[config.mk]
export PLATFORM = sky130hd
export DESIGN_NAME = maxpool_unit
export DESIGN_NICKNAME = d
export VERILOG_FILES = /design/src/rtl/maxpool_pkg.sv /design/src/rtl/maxpool_cmd_fifo.sv /design/src/rtl/maxpool_unit.sv
export SDC_FILE = /design/constraint.sdc
export NUM_CORES = 1
export LEC_CHECK = 0
export ABC_AREA = 1
export ABC_CLOCK_PERIOD_IN_PS = 4900
export CAP_MARGIN = 15
export CORE_UTILIZATION = 56
export CTS_BUF_LIST = sky130_fd_sc_hd__clkbuf_4 sky130_fd_sc_hd__clkbuf_8
export CTS_CLUSTER_SIZE = 14
export DETAILED_ROUTE_END_ITERATION = 8
export PLACE_DENSITY = 0.83
export SLEW_MARGIN = 30
export SYNTH_ARGS = -nofsm -noshare
export SYNTH_HDL_FRONTEND = slang
export SYNTH_SLANG_ARGS = --single-unit
[constraint.sdc]
create_clock -name clk -period 4.9 [get_ports clk]
set_input_delay 0.98 -clock clk [delete_from_list [all_inputs] [get_ports clk]]
set_output_delay 0.98 -clock clk [all_outputs]
set_load 0.005 [all_outputs]
[src/rtl/maxpool_pkg.sv]
// Shared types for the max/min pooling command engine: opcodes, FSM states
// and the queued command record.
package maxpool_pkg;

  localparam int MP_ADDR_W = 5;

  typedef enum logic [1:0] {
    OP_MAX2  = 2'b00,
    OP_MIN2  = 2'b01,
    OP_ACC   = 2'b10,
    OP_FLUSH = 2'b11
  } maxpool_op_e;

  typedef enum logic [1:0] {
    ST_IDLE = 2'b00,
    ST_RD   = 2'b01,
    ST_CMP  = 2'b10,
    ST_WB   = 2'b11
  } maxpool_state_e;

  typedef struct packed {
    maxpool_op_e          op;
    logic [MP_ADDR_W-1:0] src1;
    logic [MP_ADDR_W-1:0] src2;
    logic [MP_ADDR_W-1:0] dst;
  } maxpool_cmd_t;

endpackage

[src/rtl/maxpool_cmd_fifo.sv]
// Synchronous command queue; pointers carry an extra wrap bit so full and
// empty are distinguished without a separate counter.
module maxpool_cmd_fifo
  import maxpool_pkg::*;
#(
  parameter int DEPTH = 4,
  parameter int PTR_W = $clog2(DEPTH)
) (
  input  logic             clk,
  input  logic             rst_n,
  input  logic             push,
  input  maxpool_cmd_t     wdata,
  input  logic             pop,
  output maxpool_cmd_t     rdata,
  output logic             full,
  output logic             empty,
  output logic [PTR_W:0]   level
);

  maxpool_cmd_t   mem [DEPTH];
  logic [PTR_W:0] wptr, rptr;

  assign empty = (wptr == rptr);
  assign full  = (wptr[PTR_W] != rptr[PTR_W]) &&
                 (wptr[PTR_W-1:0] == rptr[PTR_W-1:0]);
  assign level = wptr - rptr;
  assign rdata = mem[rptr[PTR_W-1:0]];

  always_ff @(posedge clk) begin
    if (!rst_n) begin
      wptr <= '0;
      rptr <= '0;
    end else begin
      if (push && !full) wptr <= wptr + 1'b1;
      if (pop && !empty) rptr <= rptr + 1'b1;
    end
  end

  always_ff @(posedge clk) begin
    if (push && !full) mem[wptr[PTR_W-1:0]] <= wdata;
  end

endmodule

[src/rtl/maxpool_unit.sv]
// Multi-lane signed max/min command engine with running pooling accumulator.
// MAXPOOL_MIN_EN enables op 01 (MIN2); otherwise op 01 is dropped as illegal.
module maxpool_unit
  import maxpool_pkg::*;
#(
  parameter int DATA_W     = 16,
  parameter int LANES      = 4,
  parameter int ADDR_W     = 5,
  parameter int FIFO_DEPTH = 4
) (
  input  logic                      clk,
  input  logic                      rst_n,
  input  logic                      cmd_valid,
  output logic                      cmd_ready,
  input  logic [1:0]                cmd_op,
  input  logic [ADDR_W-1:0]         cmd_src1,
  input  logic [ADDR_W-1:0]         cmd_src2,
  input  logic [ADDR_W-1:0]         cmd_dst,
  output logic [ADDR_W-1:0]         rf_raddr1,
  output logic [ADDR_W-1:0]         rf_raddr2,
  input  logic [LANES*DATA_W-1:0]   rf_rdata1,
  input  logic [LANES*DATA_W-1:0]   rf_rdata2,
  output logic                      rf_we,
  output logic [ADDR_W-1:0]         rf_waddr,
  output logic [LANES*DATA_W-1:0]   rf_wdata,
  output logic                      busy,
  output logic                      err_illegal
);

  localparam int PTR_W = $clog2(FIFO_DEPTH);

  maxpool_state_e state, state_nx;
  maxpool_cmd_t   push_cmd, head;
  logic           push, pop, full, empty, illegal, avail;
  logic [PTR_W:0] level;

  maxpool_op_e                    op_q;
  logic [ADDR_W-1:0]              dst_q, raddr1_q, raddr2_q, waddr_q;
  logic [LANES-1:0][DATA_W-1:0]   wdata_q, acc_q, res;
  logic                           acc_valid;

  assign push          = cmd_valid && !full;
  assign cmd_ready     = !full;
  assign push_cmd.op   = maxpool_op_e'(cmd_op);
  assign push_cmd.src1 = MP_ADDR_W'(cmd_src1);
  assign push_cmd.src2 = MP_ADDR_W'(cmd_src2);
  assign push_cmd.dst  = MP_ADDR_W'(cmd_dst);

  maxpool_cmd_fifo #(.DEPTH(FIFO_DEPTH)) u_fifo (
    .clk   (clk),
    .rst_n (rst_n),
    .push  (push),
    .wdata (push_cmd),
    .pop   (pop),
    .rdata (head),
    .full  (full),
    .empty (empty),
    .level (level)
  );

`ifdef MAXPOOL_MIN_EN
  assign illegal = 1'b0;
`else
  assign illegal = (head.op == OP_MIN2);
`endif

  // A same-cycle push counts, so an idle engine starts RD the cycle after accept.
  assign avail = !empty || push;

  always_comb begin
    state_nx = state;
    pop      = 1'b0;
    case (state)
      ST_IDLE: if (avail) state_nx = ST_RD;
      ST_RD: begin
        pop = 1'b1;
        if (illegal)
          state_nx = ((level > (PTR_W+1)'(1)) || push) ? ST_RD : ST_IDLE;
        else
          state_nx = ST_CMP;
      end
      ST_CMP:  state_nx = ST_WB;
      ST_WB:   state_nx = avail ? ST_RD : ST_IDLE;
      default: state_nx = ST_IDLE;
    endcase
  end

  assign rf_raddr1   = (state == ST_RD && !illegal) ? ADDR_W'(head.src1) : raddr1_q;
  assign rf_raddr2   = (state == ST_RD && !illegal) ? ADDR_W'(head.src2) : raddr2_q;
  assign err_illegal = (state == ST_RD) && illegal;
  assign rf_we       = (state == ST_WB) && (op_q != OP_ACC);
  assign rf_waddr    = waddr_q;
  assign rf_wdata    = wdata_q;
  assign busy        = (state != ST_IDLE) || !empty;

  // Per-lane compare; ties resolve to the src1 (or accumulator) value.
  for (genvar i = 0; i < LANES; i++) begin : g_lane
    logic signed [DATA_W-1:0] a, b, acc, mx, amx;
    assign a   = $signed(rf_rdata1[i*DATA_W +: DATA_W]);
    assign b   = $signed(rf_rdata2[i*DATA_W +: DATA_W]);
    assign acc = $signed(acc_q[i]);
    assign mx  = (a >= b) ? a : b;
    assign amx = (acc >= mx) ? acc : mx;
`ifdef MAXPOOL_MIN_EN
    logic signed [DATA_W-1:0] mn;
    assign mn     = (a <= b) ? a : b;
    assign res[i] = (op_q == OP_MIN2) ? mn :
                    (op_q == OP_MAX2 || !acc_valid) ? mx : amx;
`else
    assign res[i] = (op_q == OP_MAX2 || !acc_valid) ? mx : amx;
`endif
  end

  always_ff @(posedge clk) begin
    if (!rst_n) begin
      state     <= ST_IDLE;
      op_q      <= OP_MAX2;
      dst_q     <= '0;
      raddr1_q  <= '0;
      raddr2_q  <= '0;
      waddr_q   <= '0;
      wdata_q   <= '0;
      acc_q     <= '0;
      acc_valid <= 1'b0;
    end else begin
      state <= state_nx;
      case (state)
        ST_RD: begin
          op_q  <= head.op;
          dst_q <= ADDR_W'(head.dst);
          if (!illegal) begin
            raddr1_q <= ADDR_W'(head.src1);
            raddr2_q <= ADDR_W'(head.src2);
          end
        end
        ST_CMP: begin
          if (op_q == OP_ACC) begin
            acc_q     <= res;
            acc_valid <= 1'b1;
          end else begin
            waddr_q <= dst_q;
            wdata_q <= res;
            if (op_q == OP_FLUSH) begin
              acc_q     <= '0;
              acc_valid <= 1'b0;
            end
          end
        end
        default: ;
      endcase
    end
  end

endmodule

==> run_results.csv <==
group,metric,value,unit
place,pre_cts_ws,-0.125,ns
route,firstDrtPassIters,5,
route,num_vias,14100,
clocking,htree_levels,2,
min_path,hold_class,"reg -> reg",
clocking,cts-root-buf,"clkbuf_8",
route,routed_via_density,5.40,
floorplan,initial_core_util,56.9,%
cells_and_area,final_cell_area,18300,um^2
critical_path,r2r_end,"raddr2_q[3]",
sta,final.setup.worst_slack,0.310,ns
place,postPlaceCellArea,17500,um^2
status,outcome,"complete, no violations",
min_path,hold_path_end,"acc_valid",
yosys,synth_flop_cell,"dfxtp_1",
yosys,synth_cell_types,35,
sta,fmax,0.218,GHz
sta,skew,0.0326,ns
route,wl_met3,2.41,mm
yosys,synth_edf_count,68,
sta,setup_viol,0,
critical_path,cp-start-kind,"input pin",
sta,hold_violations,0,
clocking,clkLatencyLatePin,0.54,ns
pwr,p_leak,8.60,nW
clocking,cts_inserted_buffers,40,
floorplan,die-area,27100,um^2
critical_path,required,5.31,ns
clocking,cts_tree,"done",
yosys,postSynthCellCount,2028,
global_route,grt_overflow_total,0,
floorplan,boundaryPins,231,
yosys,synth_top_area_share,21.8,%
critical_path,r2r_cells,8,
critical_path,crit_fanout,16,
job,cap_viol_max_count,0,
floorplan,fp.coreArea,26000,um^2
global_route,grt_max_degree,97,
route,routedWlPerCell,15.1,um
yosys,synth.avg_cell_area,7.29,um^2
global_route,antenna_found_initial,0,
route,topRoutingLayerUsed,"met4",
critical_path,cp.arrival,5.00,ns
place,place_congestion,0.917,
min_path,whs_path_depth,2,
route,drt-total-wl,39.5,mm
critical_path,crit_top_cell,"nand2_1",
clocking,clockBufferDepth,3,
critical_path,slowest_delay,0.48,ns
yosys,syn-cell-area,14800,um^2
cells_and_area,post-route-util,70.5,%
pwr,power,0.00674,W
yosys,ys_top_cells_by_area,"dfxtp_1 (22%), edfxtp_1 (14%), nand2_1 (12%), ha_1 (11%), inv_1 (6.1%)",
global_route,grt_usage,28.8,%
route,ant_nets,0,
floorplan,rows,59,
pwr,power_density,368,nW/um^2
yosys,async_reset_ff_share,0,%
clocking,cts_sinks,229,
route,wl_met2,19.5,mm
sta,relSlewSlack,35.2,%
sta,finalCritPeriodShare,93.7,%
sta,min_period,4.59,ns
yosys,synth_warnings,0,
yosys,synth_common_cells,"nand2_1 (483), inv_1 (242), nor2_1 (229)",
clocking,post-cts-setup-buffers,0,
place,dp_hpwl,28.4,mm
sta,maxSlewViolCount,0,
clocking,cts_resized,0,
critical_path,path_class,"in -> reg",
cells_and_area,drive_gt1_share,8.96,%
yosys,syn-num-nets,2312,
min_path,hold_start,"acc_valid",
yosys,seq_area_frac_synth,35.6,%
cells_and_area,area_growth,23.9,%
global_route,grt_pass1_vias,13700,
global_route,grt_first_pass_wirelength,63.0,mm
sta,rsz0062_at_grt,"no",
critical_path,crit_path_end_kind,"flip-flop",
sta,tns,0,ns
cells_and_area,fillers,2094,
clocking,clk_pin_slew,0.06,ns
yosys,synth_seq_cells,229,
floorplan,fp.dieH,165,um
sta,tightest_slew,0.970,ns
clocking,cts_hold_buf,0,
cells_and_area,final_nets,2532,
yosys,synth_most_common_cell,"nand2_1",
pwr,ir_worst_vdd,0.390,mV
floorplan,die_x,165,um
route,drc,0,
critical_path,crit_slowest_cell,"clkdlybuf4s50_1",
route,routedLengthMet1,16.4,mm
yosys,synth_area_leader_cell,"dfxtp_1",
place,io_buffers,230,
route,drt_iter0_markers,975,
cells_and_area,n_antenna_cell,0,
critical_path,r2r_slack,2.54,ns
-- per-layer routing --
layer / up-vias / track usage (%)
li1: 7070 / -
met1: 6489 / 33.8
met2: 454 / 52.9
met3: 90 / 3.97
met4: 0 / 10.7
met5: - / 0
-- critical path: cells and delay by family --
| kind | cells | cell delay (ns) |
|---|---|---|
| buf+inv | 5 | 0.66 |
| simple gates | 17 | 2.24 |
| compound gates | 3 | 0.53 |
| fa+ha+maj | 2 | 0.60 |
-- sequential cells by signal (all words and copies together) (netlist names), named ones only --
| name | count |
|---|---|
| acc_valid | 1 |
| dst_q | 5 |
| g_lane.acc | 64 |
| op_q | 2 |
| raddr1_q | 5 |
| raddr2_q | 5 |
| rf_waddr | 5 |
| rf_wdata | 64 |
| state | 1 |
| u_fifo.mem | 68 |
| u_fifo.rptr | 3 |
| u_fifo.wptr | 3 |
-- layout make-up --
cell class / count / area (um^2) / area share (%)
multi-input cells: 1470 / 8260 / 45.0
flip-flops and latches: 229 / 5270 / 28.7
repair buffers: 264 / 2620 / 14.3
inverters: 243 / 915 / 4.99
clock buffers: 56 / 708 / 3.86
well taps: 335 / 419 / 2.29
clock inverters: 14 / 149 / 0.812
-- layout by cell type (no fill, tap or decap), types with 2 or more instances in the layout --
master / n
a21o_1: 4
a21oi_1: 115
and2_1: 60
buf_12: 5
buf_4: 29
bufinv_16: 3
clkbuf_4: 10
clkbuf_8: 46
clkdlybuf4s50_1: 230
clkinv_1: 2
clkinv_2: 7
dfxtp_1: 161
edfxtp_1: 68
ha_1: 135
inv_1: 240
inv_2: 2
nand2_1: 483
nand2_2: 39
nand3_1: 133
nand3_2: 34
nand3_4: 4
nand3b_1: 60
nand4_1: 66
nand4_2: 8
nor2_1: 224
nor2_2: 6
nor2_4: 7
nor3_1: 3
o21ai_0: 52
o21ai_1: 8
o21bai_1: 7
o22ai_1: 16
-- kinds of logic after synthesis --
logic type | share of synthesized area, %
AO/OA/AOI/OAI | 7.33
XOR/XNOR | 0.118
adder cells (fa/ha/maj) | 11.6
buffers and inverters | 8.85
flip-flops | 35.6
AND/OR/NAND/NOR | 36.6
-- worst max-delay path by stage --
stage	from	end	slack [ns]	cells after the start
after global placement	rf_rdata2[47]	rf_wdata[35]	0.01	29
after floorplan	rf_rdata2[15]	rf_wdata[12]	0.75	26
after global routing	rf_rdata2[15]	rf_wdata[12]	0.01	27
after CTS	rf_rdata2[15]	rf_wdata[10]	0.39	27
final	rf_rdata2[15]	rf_wdata[10]	0.31	27
after detailed placement	rf_rdata2[15]	rf_wdata[10]	-0.12	27
-- per-stage QoR --
stage	hold slack, ns	instances
3_5_place_dp	0.456	2541
6_report	0.462	2611
2_1_floorplan	0.441	2028
3_3_place_gp	0.451	2541
5_1_grt	0.488	2611
4_1_cts	0.464	2611
-- power by group --
part | internal, W | total (W) | switching [W]
clock network | 0.00109 | 0.00190 | 0.000801
logic | 0.00108 | 0.00247 | 0.00139
registers | 0.00222 | 0.00237 | 0.000153
total | 0.00439 | 0.00674 | 0.00235
Note: power is estimated with default switching activity, not from simulation.
==> RTL edit, RTL diff (same flow settings) <==
Build with the macro `MAXPOOL_MIN_EN` defined.
--- a/src/rtl/maxpool_unit.sv
+++ b/src/rtl/maxpool_unit.sv
@@ -1,5 +1,7 @@
 // Multi-lane signed max/min command engine with running pooling accumulator.
 // MAXPOOL_MIN_EN enables op 01 (MIN2); otherwise op 01 is dropped as illegal.
+`define MAXPOOL_MIN_EN
+
 module maxpool_unit
   import maxpool_pkg::*;
 #(
Formal check against the unedited RTL: not equivalent (Yosys sat finds a counterexample within 4 cycles, from zero or initial values and one cycle with rst_n low).
==> RTL edit against the unedited design <==
- core utilization shrank 0.40 points
- cell area rose by 4.3%
- wire length rose by 15%
- die area is 6.0% higher
- total power rose by 12%
- setup slack improved by 0.17 ns
- sequential cell count stayed put
- area after synthesis is 6.1% higher
==> RTL edit: results (changes against the unedited design) <==
status: "finished, final reports clean"  # unchanged
synth_nets: 2547  # was 2312
yosys-top-cells-count: "632 x nand2_1, 292 x nand3_1, 262 x inv_1"  # was 483 x nand2_1, 242 x inv_1, 229 x nor2_1
largest_reg_flops: 68  # unchanged
cp.arrival_ns: 4.81  # was 5.00 ns
synth_cell_type_count: 42  # was 35
maxCapViolCount: 0  # unchanged
synthXorXnorAreaFrac_pct: 0.168  # was 0.118%
rr_worst_depth: 15  # was 8
clkTransAtPathRegs_ns: 0.05
clockRootBuffer: "clkbuf_8"  # unchanged
hpwl_um: 32000  # was 28400 µm
synth_cells: 2261  # was 2028
hold_ws_ns: 0.464  # was 0.462 ns
drtIter0Drc: 1322  # was 975
antenna_found_initial: 0  # unchanged
ys_seq_area_share_pct: 33.6  # was 35.6%
ys_warn_count: 0  # unchanged
grt_pass1_vias: 15241  # was 13661
crit_path_end: "g_lane[3].acc[9]$_SDFFE_PN0P_"  # was rf_wdata[10]$_SDFFE_PN0P_
relSlewSlack_pct: 37.7  # was 35.2%
reg2reg_to: "rf_wdata[19]$_SDFFE_PN0P_"  # was raddr2_q[3]$_SDFFE_PN0P_
drive_above_1_share_pct: 7.29  # was 8.96%
cts_resized: 0  # unchanged
fillers: 2248  # was 2094
grt_pass1_wl_um: 73700  # was 63000 µm
cp_max_fo: 18  # was 16
vias: 15999  # was 14103
multiInputGateArea_mm2: 0.00891  # was 0.00826 mm²
port_buffers: 229  # was 230
leakage_nw: 9.14  # was 8.60 nW
critical_path.max_stage_delay_ns: 0.45  # was 0.48 ns
wirelength_um: 45500  # was 39500 µm
synth.top_cell.area_share_pct: 20.5  # was 21.8%
grt_max_degree: 118  # was 97
hold_start: "dst_q[0]$_SDFFE_PN0N_"  # was acc_valid$_SDFFE_PN0P_
place_inst: 2783  # was 2541
placed_cell_area_mm2: 0.0182  # was 0.0175 mm²
skew_ns: 0.0218  # was 0.0326 ns
synthAdderAreaFrac_pct: 11.0  # was 11.6%
place_congestion: 0.990  # was 0.917
synth-compound-area-share_pct: 13.2  # was 7.33%
synth_area_leaders: "dfxtp_1 21%, nand2_1 15%, edfxtp_1 13%, ha_1 11%, nand3_1 9.3%"  # was dfxtp_1 22%, edfxtp_1 14%, nand2_1 12%, ha_1 11%, inv_1 6.1%
holdPathEnd: "rf_waddr[0]$_SDFFE_PN0P_"  # was acc_valid$_SDFFE_PN0P_
drt_pass1_iterations: 6  # was 5
cp-startpoint: "rf_rdata2[55]"  # was rf_rdata2[15]
reg2reg_slack_ns: 2.56  # was 2.54 ns
peakVddDrop_mv: 0.379  # was 0.390 mV
synth_edf_count: 68  # unchanged
numCtsBuffers: 40  # unchanged
synthMuxAreaShare_pct: 0.191  # was 0%
postCtsHoldBufs: 0  # unchanged
worst_skew_pair.late_latency_ns: 0.56  # was 0.54 ns
grt_util_all_layers_pct: 31.6  # was 28.8%
n_antenna_cell: 0  # unchanged
num-nets-final: 2739  # was 2532
wire_per_inst_um: 15.9  # was 15.1 µm
-- RTL edit: changes by cell type after synthesis, sizes merged, moves of 49 or more --
cell    delta
o21ai     +49
a21oi     +84
nor2     -115
nand2    +127
nand3    +131
and2      -54
nand3b    -56
-- RTL edit: cell type report --
class | count | share of cell area [%]
clock buffer | 60 | 3.93
multi-input combinational | 1650 | 46.6
clock inverter | 12 | 0.556
timing repair buffer | 266 | 13.7
inverter | 266 | 5.24
tap | 372 | 2.43
sequential | 229 | 27.5
-- RTL edit: worst register-to-register path, delay by kind of cell (launching register included) --
family	cells	cell delay, ns
and+or+nand+nor	10	1.17
buffers and inverters	2	0.10
adders and majority gates	1	0.32
DFF	1	0.33
AOI/OAI and AO/OA	2	0.32
-- RTL edit: power breakdown --
part / switching [mW] / leakage [nW] / internal, mW
Sequential: 0.198 / 1.93 / 2.28
Combinational: 1.92 / 6.75 / 1.30
Clock: 0.829 / 0.455 / 1.05
-- RTL edit: per-layer routing --
metal / GRT usage [%] / routed length (µm)
met1: 39.6 / 19000
met4: 13.0 / 1610
met2: 53.2 / 21100
met5: 0 / 0
met3: 5.88 / 3770
-- RTL edit: stage by stage --
| stage | setup TNS (ns) | setup slack (ns) |
|---|---|---|
| after floorplan | 0 | 0.945 |
| after global placement | -0.0129 | -0.00694 |
| after detailed placement | -0.279 | -0.0672 |
| after CTS | 0 | 0.496 |
| after global routing | 0 | 0.155 |
| final | 0 | 0.484 |
-- RTL edit: cells by family after synthesis --
| logic type | after synthesis |
|---|---|
| AO/OA/AOI/OAI | 362 |
| multiplexers | 3 |
| AND/OR/NAND/NOR | 1143 |
| flip-flops | 229 |
| adder cells (fa/ha/maj) | 138 |
| XOR/XNOR | 3 |
| other | 1 |
| buffers and inverters | 382 |
